`src/rtl/rv32_pkg.sv`:
```
// Shared RV32I definitions for the fetch and decode stages: reset PC, NOP encoding,
// fetch FSM states, buffer entry layout and base opcodes.
package rv32_pkg;

  localparam logic [31:0] RESET_PC_DEFAULT = 32'h0000_0000;
  localparam logic [31:0] NOP_INST         = 32'h0000_0013;

  typedef enum logic [1:0] {IDLE, FETCH, FLUSH} fetch_state_e;

  typedef struct packed {
    logic [31:0] pc;
    logic [31:0] inst;
  } fetch_entry_t;

  localparam logic [6:0] OPC_LUI      = 7'b0110111;
  localparam logic [6:0] OPC_AUIPC    = 7'b0010111;
  localparam logic [6:0] OPC_JAL      = 7'b1101111;
  localparam logic [6:0] OPC_JALR     = 7'b1100111;
  localparam logic [6:0] OPC_BRANCH   = 7'b1100011;
  localparam logic [6:0] OPC_LOAD     = 7'b0000011;
  localparam logic [6:0] OPC_STORE    = 7'b0100011;
  localparam logic [6:0] OPC_OP_IMM   = 7'b0010011;
  localparam logic [6:0] OPC_OP       = 7'b0110011;
  localparam logic [6:0] OPC_MISC_MEM = 7'b0001111;
  localparam logic [6:0] OPC_SYSTEM   = 7'b1110011;

  function automatic logic [31:0] align_word(input logic [31:0] addr);
    return {addr[31:2], 2'b00};
  endfunction

endpackage

```
`src/rtl/if_inst_fifo.sv`:
```
// Synchronous DEPTH x WIDTH FIFO with flush; DEPTH must be a power of two (>= 2).
// Push while full is accepted only when a pop happens in the same cycle.
module if_inst_fifo #(
  parameter int unsigned DEPTH = 2,
  parameter int unsigned WIDTH = 32
) (
  input  logic                     clk,
  input  logic                     rst_n,
  input  logic                     flush,
  input  logic                     push,
  input  logic [WIDTH-1:0]         wdata,
  input  logic                     pop,
  output logic [WIDTH-1:0]         rdata,
  output logic                     empty,
  output logic [$clog2(DEPTH):0]   count
);

  localparam int unsigned AW = $clog2(DEPTH);
  localparam logic [AW:0] FullCnt = (AW+1)'(DEPTH);

  logic [WIDTH-1:0] mem_q [DEPTH];
  logic [AW-1:0]    wptr_q, rptr_q;
  logic [AW:0]      count_q;
  logic             do_push, do_pop;

  assign do_pop  = pop && (count_q != '0);
  assign do_push = push && ((count_q != FullCnt) || do_pop);

  always_ff @(posedge clk or negedge rst_n) begin
    if (!rst_n) begin
      wptr_q  <= '0;
      rptr_q  <= '0;
      count_q <= '0;
    end else if (flush) begin
      wptr_q  <= '0;
      rptr_q  <= '0;
      count_q <= '0;
    end else begin
      if (do_push) wptr_q <= wptr_q + AW'(1);
      if (do_pop)  rptr_q <= rptr_q + AW'(1);
      case ({do_push, do_pop})
        2'b10:   count_q <= count_q + (AW+1)'(1);
        2'b01:   count_q <= count_q - (AW+1)'(1);
        default: ;
      endcase
    end
  end

  // Storage needs no reset: nothing is read past the count.
  always_ff @(posedge clk) begin
    if (do_push && !flush) mem_q[wptr_q] <= wdata;
  end

  assign rdata = mem_q[rptr_q];
  assign empty = (count_q == '0);
  assign count = count_q;

endmodule

```
`src/rtl/if_fetch_unit.sv`:
```
// RV32I fetch stage: PC, credit-limited imem requests, instruction buffer and redirect flush.
// Build option IF_BYPASS_EN forwards a response straight to decode when the buffer is empty.
module if_fetch_unit
  import rv32_pkg::*;
#(
  parameter logic [31:0] RESET_PC   = RESET_PC_DEFAULT,
  parameter int unsigned FIFO_DEPTH = 2
) (
  input  logic        clk,
  input  logic        reset,
  output logic        imem_req_valid,
  output logic [31:0] imem_req_addr,
  input  logic        imem_req_ready,
  input  logic        imem_resp_valid,
  input  logic [31:0] imem_resp_data,
  input  logic        redirect,
  input  logic [31:0] redirect_pc,
  output logic        inst_valid,
  output logic [31:0] inst,
  output logic [31:0] inst_pc,
  input  logic        inst_ready
);

  localparam int unsigned CW = $clog2(FIFO_DEPTH) + 1;
  localparam logic [CW:0] CreditMax = (CW+1)'(FIFO_DEPTH);

  fetch_state_e  state_q, state_d;
  logic [31:0]   pc_q, pc_d;
  logic [CW-1:0] outst_q, outst_d, drop_q, drop_d;
  logic [CW-1:0] fifo_count, tag_count;
  logic          fifo_empty, tag_empty, unused_tag;
  logic [31:0]   tag_pc;
  fetch_entry_t  fifo_head, resp_entry, out_entry;
  logic          req_fire, resp_fetch, resp_flush, bypass, fifo_push, fifo_pop;

  // Outstanding requests plus buffered words never exceed the buffer depth.
  assign imem_req_valid = (state_q == FETCH) && !redirect &&
                          (({1'b0, outst_q} + {1'b0, fifo_count}) < CreditMax);
  assign imem_req_addr  = pc_q;
  assign req_fire       = imem_req_valid && imem_req_ready;

  assign resp_fetch = imem_resp_valid && (state_q == FETCH) && !redirect;
  assign resp_flush = imem_resp_valid && (state_q == FLUSH);
  assign resp_entry = '{pc: tag_pc, inst: imem_resp_data};

`ifdef IF_BYPASS_EN
  assign bypass = fifo_empty && resp_fetch;
`else
  assign bypass = 1'b0;
`endif

  assign fifo_push  = resp_fetch && !(bypass && inst_ready);
  assign fifo_pop   = inst_ready && !fifo_empty;
  assign unused_tag = ^{tag_empty, tag_count};

  if_inst_fifo #(
    .DEPTH (FIFO_DEPTH),
    .WIDTH ($bits(fetch_entry_t))
  ) u_inst_fifo (
    .clk   (clk),
    .rst_n (reset),
    .flush (redirect),
    .push  (fifo_push),
    .wdata (resp_entry),
    .pop   (fifo_pop),
    .rdata (fifo_head),
    .empty (fifo_empty),
    .count (fifo_count)
  );

  // Holds the PC of every in-flight request, in issue order.
  if_inst_fifo #(
    .DEPTH (FIFO_DEPTH),
    .WIDTH (32)
  ) u_tag_fifo (
    .clk   (clk),
    .rst_n (reset),
    .flush (redirect),
    .push  (req_fire),
    .wdata (pc_q),
    .pop   (resp_fetch),
    .rdata (tag_pc),
    .empty (tag_empty),
    .count (tag_count)
  );

  always_comb begin
    inst_valid = !fifo_empty;
    out_entry  = fifo_head;
    if (bypass) begin
      inst_valid = 1'b1;
      out_entry  = resp_entry;
    end
    inst    = inst_valid ? out_entry.inst : NOP_INST;
    inst_pc = inst_valid ? out_entry.pc : pc_q;
  end

  always_comb begin
    state_d = state_q;
    pc_d    = pc_q;
    outst_d = outst_q;
    drop_d  = drop_q;
    if (state_q == FLUSH) begin
      // A redirect while draining only retargets the PC; the drop count stands.
      if (redirect) pc_d = align_word(redirect_pc);
      if (resp_flush) begin
        drop_d  = drop_q - CW'(1);
        outst_d = outst_q - CW'(1);
      end
      if (drop_d == '0) state_d = FETCH;
    end else if (redirect) begin
      pc_d    = align_word(redirect_pc);
      drop_d  = outst_q - CW'(imem_resp_valid);
      outst_d = drop_d;
      state_d = (drop_d != '0) ? FLUSH : FETCH;
    end else begin
      case (state_q)
        IDLE: state_d = FETCH;
        FETCH: begin
          if (req_fire) pc_d = pc_q + 32'd4;
          outst_d = outst_q + CW'(req_fire) - CW'(resp_fetch);
        end
        default: state_d = IDLE;
      endcase
    end
  end

  always_ff @(posedge clk or negedge reset) begin
    if (!reset) begin
      state_q <= IDLE;
      pc_q    <= RESET_PC;
      outst_q <= '0;
      drop_q  <= '0;
    end else begin
      state_q <= state_d;
      pc_q    <= pc_d;
      outst_q <= outst_d;
      drop_q  <= drop_d;
    end
  end

endmodule

```
`config.mk`:
```
export PLATFORM = sky130hd
export DESIGN_NAME = if_fetch_unit
export DESIGN_NICKNAME = d
export VERILOG_FILES = /design/src/rtl/rv32_pkg.sv /design/src/rtl/if_inst_fifo.sv /design/src/rtl/if_fetch_unit.sv
export SDC_FILE = /design/constraint.sdc
export NUM_CORES = 1
export LEC_CHECK = 0
export BUFFER_PORTS_ARGS = -buffer_cell sky130_fd_sc_hd__buf_4
export CAP_MARGIN = 20
export CELL_PAD_IN_SITES_DETAIL_PLACEMENT = 1
export CELL_PAD_IN_SITES_GLOBAL_PLACEMENT = 2
export CORE_MARGIN = 3
export CORE_UTILIZATION = 41
export CTS_CLUSTER_SIZE = 24
export DETAILED_ROUTE_END_ITERATION = 8
export GPL_TIMING_DRIVEN = 1
export PLACE_DENSITY_LB_ADDON = 0.1
export SLEW_MARGIN = 40
export SYNTH_ARGS = -nofsm -noshare
export SYNTH_HDL_FRONTEND = slang
export SYNTH_SLANG_ARGS = --single-unit
```
`constraint.sdc`:
```
create_clock -name clk -period 18.1 [get_ports clk]
set_clock_uncertainty 0.2 [all_clocks]
set_input_delay 0.905 -clock clk [delete_from_list [all_inputs] [get_ports clk]]
set_output_delay 0.905 -clock clk [all_outputs]
set_load 0.02 [all_outputs]
```
# [Word level (Yosys, flattened, before mapping)]
# Memory sizes are Yosys's and may differ from the RTL's.
# Cells that the tools add are included.
[classes] muxes=36 reduce_logical=36 eq_ne=12 order_cmp=1 n_addsub=15
[ops] cell="2-to-1 mux 32 bit" n=7
[ops] cell="adder 32 x 3 -> 32 bit, second input constant" n=1
[ops] cell="2-to-1 mux 2 bit" n=14
[ops] cell="nonzero test 2 bit" n=10
[ops] cell="logical AND 1 bit" n=13
[ops] cell="2-to-1 mux 1 bit" n=12
[ops] cell="one-hot mux 2 bit (2 select lines)" n=3
[ops] cell="nonzero test 3 bit" n=3
[ops] cell="inequality test 2 bit, second input constant" n=4
[ops] cell="subtractor 2 x 1 -> 2 bit, second input constant" n=4
[ops] cell="equality test 2 x 1 -> 1 bit, second input constant" n=3
[ops] cell="equality test 2 bit, second input constant" n=3
[ops] cell="logical NOT 2 bit" n=3
[ops] cell="adder 1 bit, second input constant" n=4
[ops] cell="adder 2 x 1 -> 2 bit, second input constant" n=2
[ops] cell="AND reduction 2 bit" n=2
[ops] cell="subtractor 2 x 1 -> 2 bit" n=2
[ops] cell="adder 2 x 2 -> 3 bit" n=1
[ops] cell="less-than comparator 3 x 2 -> 1 bit, second input constant" n=1
[ops] cell="inequality test 3 x 2 -> 1 bit, second input constant" n=1
[ops] cell="AND reduction 3 bit" n=1
[ops] cell="adder 2 x 1 -> 2 bit" n=1
[ops] cell="logical NOT 1 bit" n=2
[ops] cell="logical OR 1 bit" n=2
[ops] cell="inequality test 2 x 1 -> 1 bit, second input constant" n=1
[totals] word_cells=112 regBits=46 ram_bits=192 output_inout_bits=98 n_memories=2 in_bits=70
[memory_table] memory="u_inst_fifo.mem_q" depth=2 word_bits=64 read_ports=1 rd_ports_with_merged_regs=0 wr=1 line="if_inst_fifo.sv:21" rtl="logic [WIDTH-1:0] mem_q [DEPTH];"
[memory_table] memory="u_tag_fifo.mem_q" depth=2 word_bits=32 read_ports=1 rd_ports_with_merged_regs=0 wr=1 line="if_inst_fifo.sv:21"

# [Logic depth before layout (Yosys ltp)]
[depth] ltp_word=9 depth_mapped=13 mapped_depth_nobuf=13

# [By module]
# Synthesis repeated with hierarchy kept, for this count alone.
[hier_totals] cells_unflattened=713 area_unflattened_um2=10397.5
[modules_own_cells] module="if_inst_fifo (u_inst_fifo)" seq_area_each_um2=3943.8 area_each_um2=4879.7 instances=1 cells_per_inst=224
[modules_own_cells] module="if_fetch_unit" seq_area_each_um2=900.9 area_each_um2=2974.1 instances=1 cells_per_inst=364
[modules_own_cells] module="if_inst_fifo (u_tag_fifo)" seq_area_each_um2=2021.9 area_each_um2=2543.7 instances=1 cells_per_inst=125

# [Least setup slack after synthesis]
# Ideal clock, no wire load.
[synth_timing] kind="input to register" from="input port redirect" to="memory u_inst_fifo.mem_q[0][0] in the netlist's numbering, enable pin" required_time_ps=17342 path_slack_ps=11815 setup_time_ps=558 n_path_buf=1 path_stages=3 arrival_time_ps=5527 path_cell_list="nand4bb_1 > clkbuf_1 > nor3_1"
[synth_between] elab_chain_len=6
[synth_lines] item="start: declaration" line="if_fetch_unit.sv:16" rtl="input logic redirect,"
[synth_lines] item="logical NOT 1 bit (*)" line="if_inst_fifo.sv:51, if_fetch_unit.sv:42"
[synth_lines] item="logical AND 1 bit" line="if_fetch_unit.sv:42" rtl="assign resp_fetch = imem_resp_valid && (state_q == FETCH) && !redirect;"
[synth_lines] item="logical AND 1 bit" line="if_inst_fifo.sv:27" rtl="assign do_push = push && ((count_q != FullCnt) || do_pop);"
[synth_lines] item="logical AND 1 bit (*)" line="if_inst_fifo.sv:51" rtl="if (do_push && !flush) mem_q[wptr_q] <= wdata;"
[synth_lines] item="2-to-1 mux 1 bit (*)" line="if_inst_fifo.sv:51"
[synth_lines] item="2-to-1 mux 1 bit (implied by the code) (*)" line="if_inst_fifo.sv:51"
[synth_lines] item="end: declaration" line="if_inst_fifo.sv:21"
# Every way passes the cells marked *; elsewhere a longest branch is shown, timed or not.

# [Worst setup path in the final report]
[layout_timing] from="register u_inst_fifo.rptr_q" to="output port inst_pc[13]"
[layout_between] elab_chain_len=2
[layout_lines] item="start: declaration" line="if_inst_fifo.sv:22" rtl="logic [AW-1:0] wptr_q, rptr_q;"
[layout_lines] item="start signal: assignment" line="if_inst_fifo.sv:40" rtl="if (do_pop) rptr_q <= rptr_q + AW'(1);"
[layout_lines] item="memory (2 x 64 bit)"
[layout_lines] item="2-to-1 mux 32 bit" line="if_fetch_unit.sv:95" rtl="inst_pc = inst_valid ? out_entry.pc : pc_q;"
[layout_lines] item="end: declaration" line="if_fetch_unit.sv:20" rtl="output logic [31:0] inst_pc,"
# Every way passes these cells.

==> impl_results.md <==
* Outcome: completed
* Via count at 6,593
* Postcts setup bufs at 0
* Syn Std Cell Area at between 9000 and 10,000 sq um
* Placed cell count at 1,181
* Core Area at 23,600 sq um
* CP max-delay cell: dfrtp_4
* Final max-slew violation count at 0
* Clock Latency Late Sink at roughly 0.52 ns
* Cell Pwr Density at 129 nW/um^2
* Initial Utilization at between 40% and 50%
* Vias in the first global route at 6,992
* Sw Pwr at about 0.00052 W
* Clock Power Share at between 20 and 30%
* Grt ovf at 0
* Reg clk slew, reported paths at 0.05 ns
* Pre-antenna DRT Iters at 5
* Hold Violations, Final at 0
* Setup Crit Path Kind: register to output port
* RSZ-0062 raised after global routing: false
* Final setup viols at 0
* GRT Util Overall at roughly 20%
* Hold_buf cts at 0
* Setup TNS at 0 ns
* Worst hold slack at 0.199 ns
* Area growth syn-to-layout at 23.0%
* Mean Syn Cell Area at 13.5 sq um
* Row count at 56
* Via density at 5.37
* Cts bufs inserted at 25
* Gate Count Post-Synth at between 700 and 800
* Longest Clk Path Bufs at 3
* Pre-CTS WS at 14.54 ns
* Max-cap violations at 0
* I/O pin count at 168
* Remaining DRCs at 0
* FF+latch count, synth at 228
* Hpwl dp at 16.7 mm
* Sw frac at between 30% and 40%
* Post-synthesis sequential area ratio at 67.0%
* Post-synth cell types at 63
* Layout cells sized above 1 at between 20% and 30%
* Critical Path RT at 16.99 ns
* Drt total wl at between 20 and 30 mm
* Port bufs at between 150 and 200
* Layout fillers at 2,426
* Crit-path cells: buf_4 > mux2i_1 > o21ai_0 > buf_4
* Multi-input gate area in the final layout at between 3000 and 4000 sq um
* Leak pwr at roughly 4.4 nW
* Crit path DAT at ~2.6 ns
* Register area at 6630 sq um
* Initial antenna violation count at 0
* CTS resizes at 0
* Combinational Power Share at 24.4%
* Post-Layout Cell Count at 1,227
* HP Class: input port to asynchronous set/reset pin
* First-pass GRT wire length at 40.0 mm
* Root Buffer: clkbuf_16
* Sequential power share at a little under half
* Final Cycle Share at 20.5%
* Yosys warning count at 0
* Worst vdd ir at between 70 and 80 uV
* Final ANT Viol Nets at 0
* Placer's final routability congestion estimate at approximately 0.78
* Most used DFF post-synth: edfxtp_1
* Nature of the critical path endpoint: output port
* Max frequency at 269 MHz
* Number of synthesized flops with an enable pin at about 180
* Most common cell on crit path: buf_4
* Peak fanout along the critical path at 43
* Fin worst setup slack at between 10 and 15 ns
* CTS tree: yes
* Fin nets at 964
* Startpoint class of the critical path: register
* Max transition margin at a little under half
* Drt wl/cell at 20.9 um
* Die Y at 161 um
* Asr flop ratio synth at 19.3%
* CTS HTree Levels at 1
* Least-Margin Pin Slew at 0.799 ns
* DR iter-0 viols at around 370
* Die ar. at 26,000 sq um
* Tmin final at 3.71 ns
* DIE WIDTH at 161 um
* Max incr delay on CP at 0.73 ns
* Pin count of the biggest net entering global routing at 92
* Clock sinks at 228
* Diodes inserted at 0
* Total internal power at approximately 0.0011 W
==> cell families (layout without fill, tap and decap cells) <==
group | Yosys count | count (layout) | share of synthesized area, %
other | 1 | 4 | 0.0379
xor gates and xnor gates | 12 | 12 | 1.06
AOI/OAI and AO/OA | 132 | 132 | 7.91
adders and majority gates | 5 | 5 | 0.709
and+or+nand+nor | 200 | 200 | 10.0
DFF | 228 | 228 | 67.0
muxes | 97 | 97 | 10.2
buffers and inverters | 58 | 230 | 3.04
==> cell usage in the layout, fill, tap and decap left out, types with 7 or more instances in the layout <==
cell type,Yosys,final
a21oi_1,35,35
buf_4,5,168
clkbuf_16,0,25
clkinv_1,0,7
dfrtp_1,44,43
edfxtp_1,184,184
inv_1,11,11
mux2_2,32,32
mux2i_1,65,65
nand2_1,70,70
nand3_1,16,16
nand4_1,9,9
nor2_1,54,50
nor3_1,13,12
o21ai_0,54,54
xor2_1,7,7
==> cells in the mapped netlist, drive strengths merged (2+ instances only) <==
cell type | instances | share of area [%]
nand4 | 11 | 0.91
mux2i | 65 | 6.6
or4 | 3 | 0.23
nand3 | 16 | 0.81
o21ai | 55 | 2.8
a211oi | 5 | 0.38
xnor2 | 5 | 0.44
nor2 | 54 | 2.1
nor4 | 5 | 0.68
a21oi | 35 | 1.8
nor4b | 2 | 0.24
and4 | 2 | 0.18
buf | 12 | 0.72
nor2b | 6 | 0.38
clkbuf | 31 | 1.3
o22a | 3 | 0.27
mux2 | 32 | 3.6
a21o | 2 | 0.15
inv | 12 | 0.46
a31oi | 6 | 0.38
dfrtp | 44 | 11
clkdlybuf4s50 | 2 | 0.23
and2 | 3 | 0.19
nand2b | 4 | 0.25
o2bb2ai | 4 | 0.35
nor3 | 13 | 0.66
o22ai | 5 | 0.32
a41oi | 2 | 0.18
ha | 4 | 0.51
a311oi | 5 | 0.44
edfxtp | 184 | 56
nand2 | 71 | 2.7
xor2 | 7 | 0.62
and3 | 7 | 0.46
==> power groups by stage <==
stage / Combinational [W] / Sequential (W) / Clock [W]
after floorplan: 0.000222 / 0.000716 / 0
after global placement: 0.000373 / 0.000720 / 0
after detailed placement: 0.000386 / 0.000726 / 0
after CTS: 0.000388 / 0.000716 / 0.000484
after global routing: 0.000421 / 0.000726 / 0.000505
final: 0.000383 / 0.000716 / 0.000469
==> cell type report <==
| class | count | area share (%) |
|---|---|---|
| multi-input combinational | 450 | 24.7 |
| sequential | 228 | 54.5 |
| clock buffer | 31 | 5.33 |
| inverter | 12 | 0.370 |
| tap | 319 | 3.28 |
| clock inverter | 15 | 0.823 |
| timing repair buffer | 172 | 11.0 |
==> layer usage <==
metal  vias to the layer above  track usage (%)  part of all wire, %
li1                       3044                -                    -
met1                      3344             26.8                   45
met2                       172             32.7                   49
met3                        33             2.90                  4.7
met4                         0             4.97                  2.0
met5                         -                0                    0
==> worst max-delay path: cells and delay by family, from the launching register on <==
family | cells | cell delay, ns
buffers and inverters | 2 | 0.92
AOI/OAI and AO/OA | 1 | 0.25
muxes | 1 | 0.16
DFF | 1 | 0.73
==> sequential cells by signal, summed over array words and instances, names as in the netlist <==
register / count
u_inst_fifo.mem_q: 124
u_tag_fifo.mem_q: 60
imem_req_addr: 30
drop_q: 2
outst_q: 2
state_q: 2
u_inst_fifo.count: 2
u_tag_fifo.count: 2
u_inst_fifo.rptr_q: 1
u_inst_fifo.wptr_q: 1
u_tag_fifo.rptr_q: 1
u_tag_fifo.wptr_q: 1
==> path summary, 6_finish.rpt <==
kind / startpoint / end / slack [ns] / depth (start not counted)
max: u_inst_fifo.rptr_q / inst_pc[13] / 14.39 / 4
min: reset / imem_req_addr[6] / 0.20 / 1
max in group asynchronous: reset / u_inst_fifo.rptr_q / 16.98 / 1
min reg2reg: u_tag_fifo.mem_q[1][19] / u_inst_fifo.mem_q[0][51] / 0.36 / 1
min in group clk: u_tag_fifo.mem_q[1][19] / u_inst_fifo.mem_q[0][51] / 0.36 / 1
max reg2reg: u_inst_fifo.count[0] / outst_q[1] / 14.55 / 13
==> per-stage QoR <==
| step | power [W] | util (%) | area, sq um |
|---|---|---|---|
| 3_5_place_dp | 0.00111 | 48.3 | 11400 |
| 5_1_grt | 0.00165 | 51.5 | 12200 |
| 6_report | 0.00157 | 51.5 | 12200 |
| 3_3_place_gp | 0.00109 | 48.0 | 11300 |
| 4_1_cts | 0.00159 | 51.5 | 12200 |
| 2_1_floorplan | 0.000939 | - | 9900 |
(Power assumes the default switching activity.)
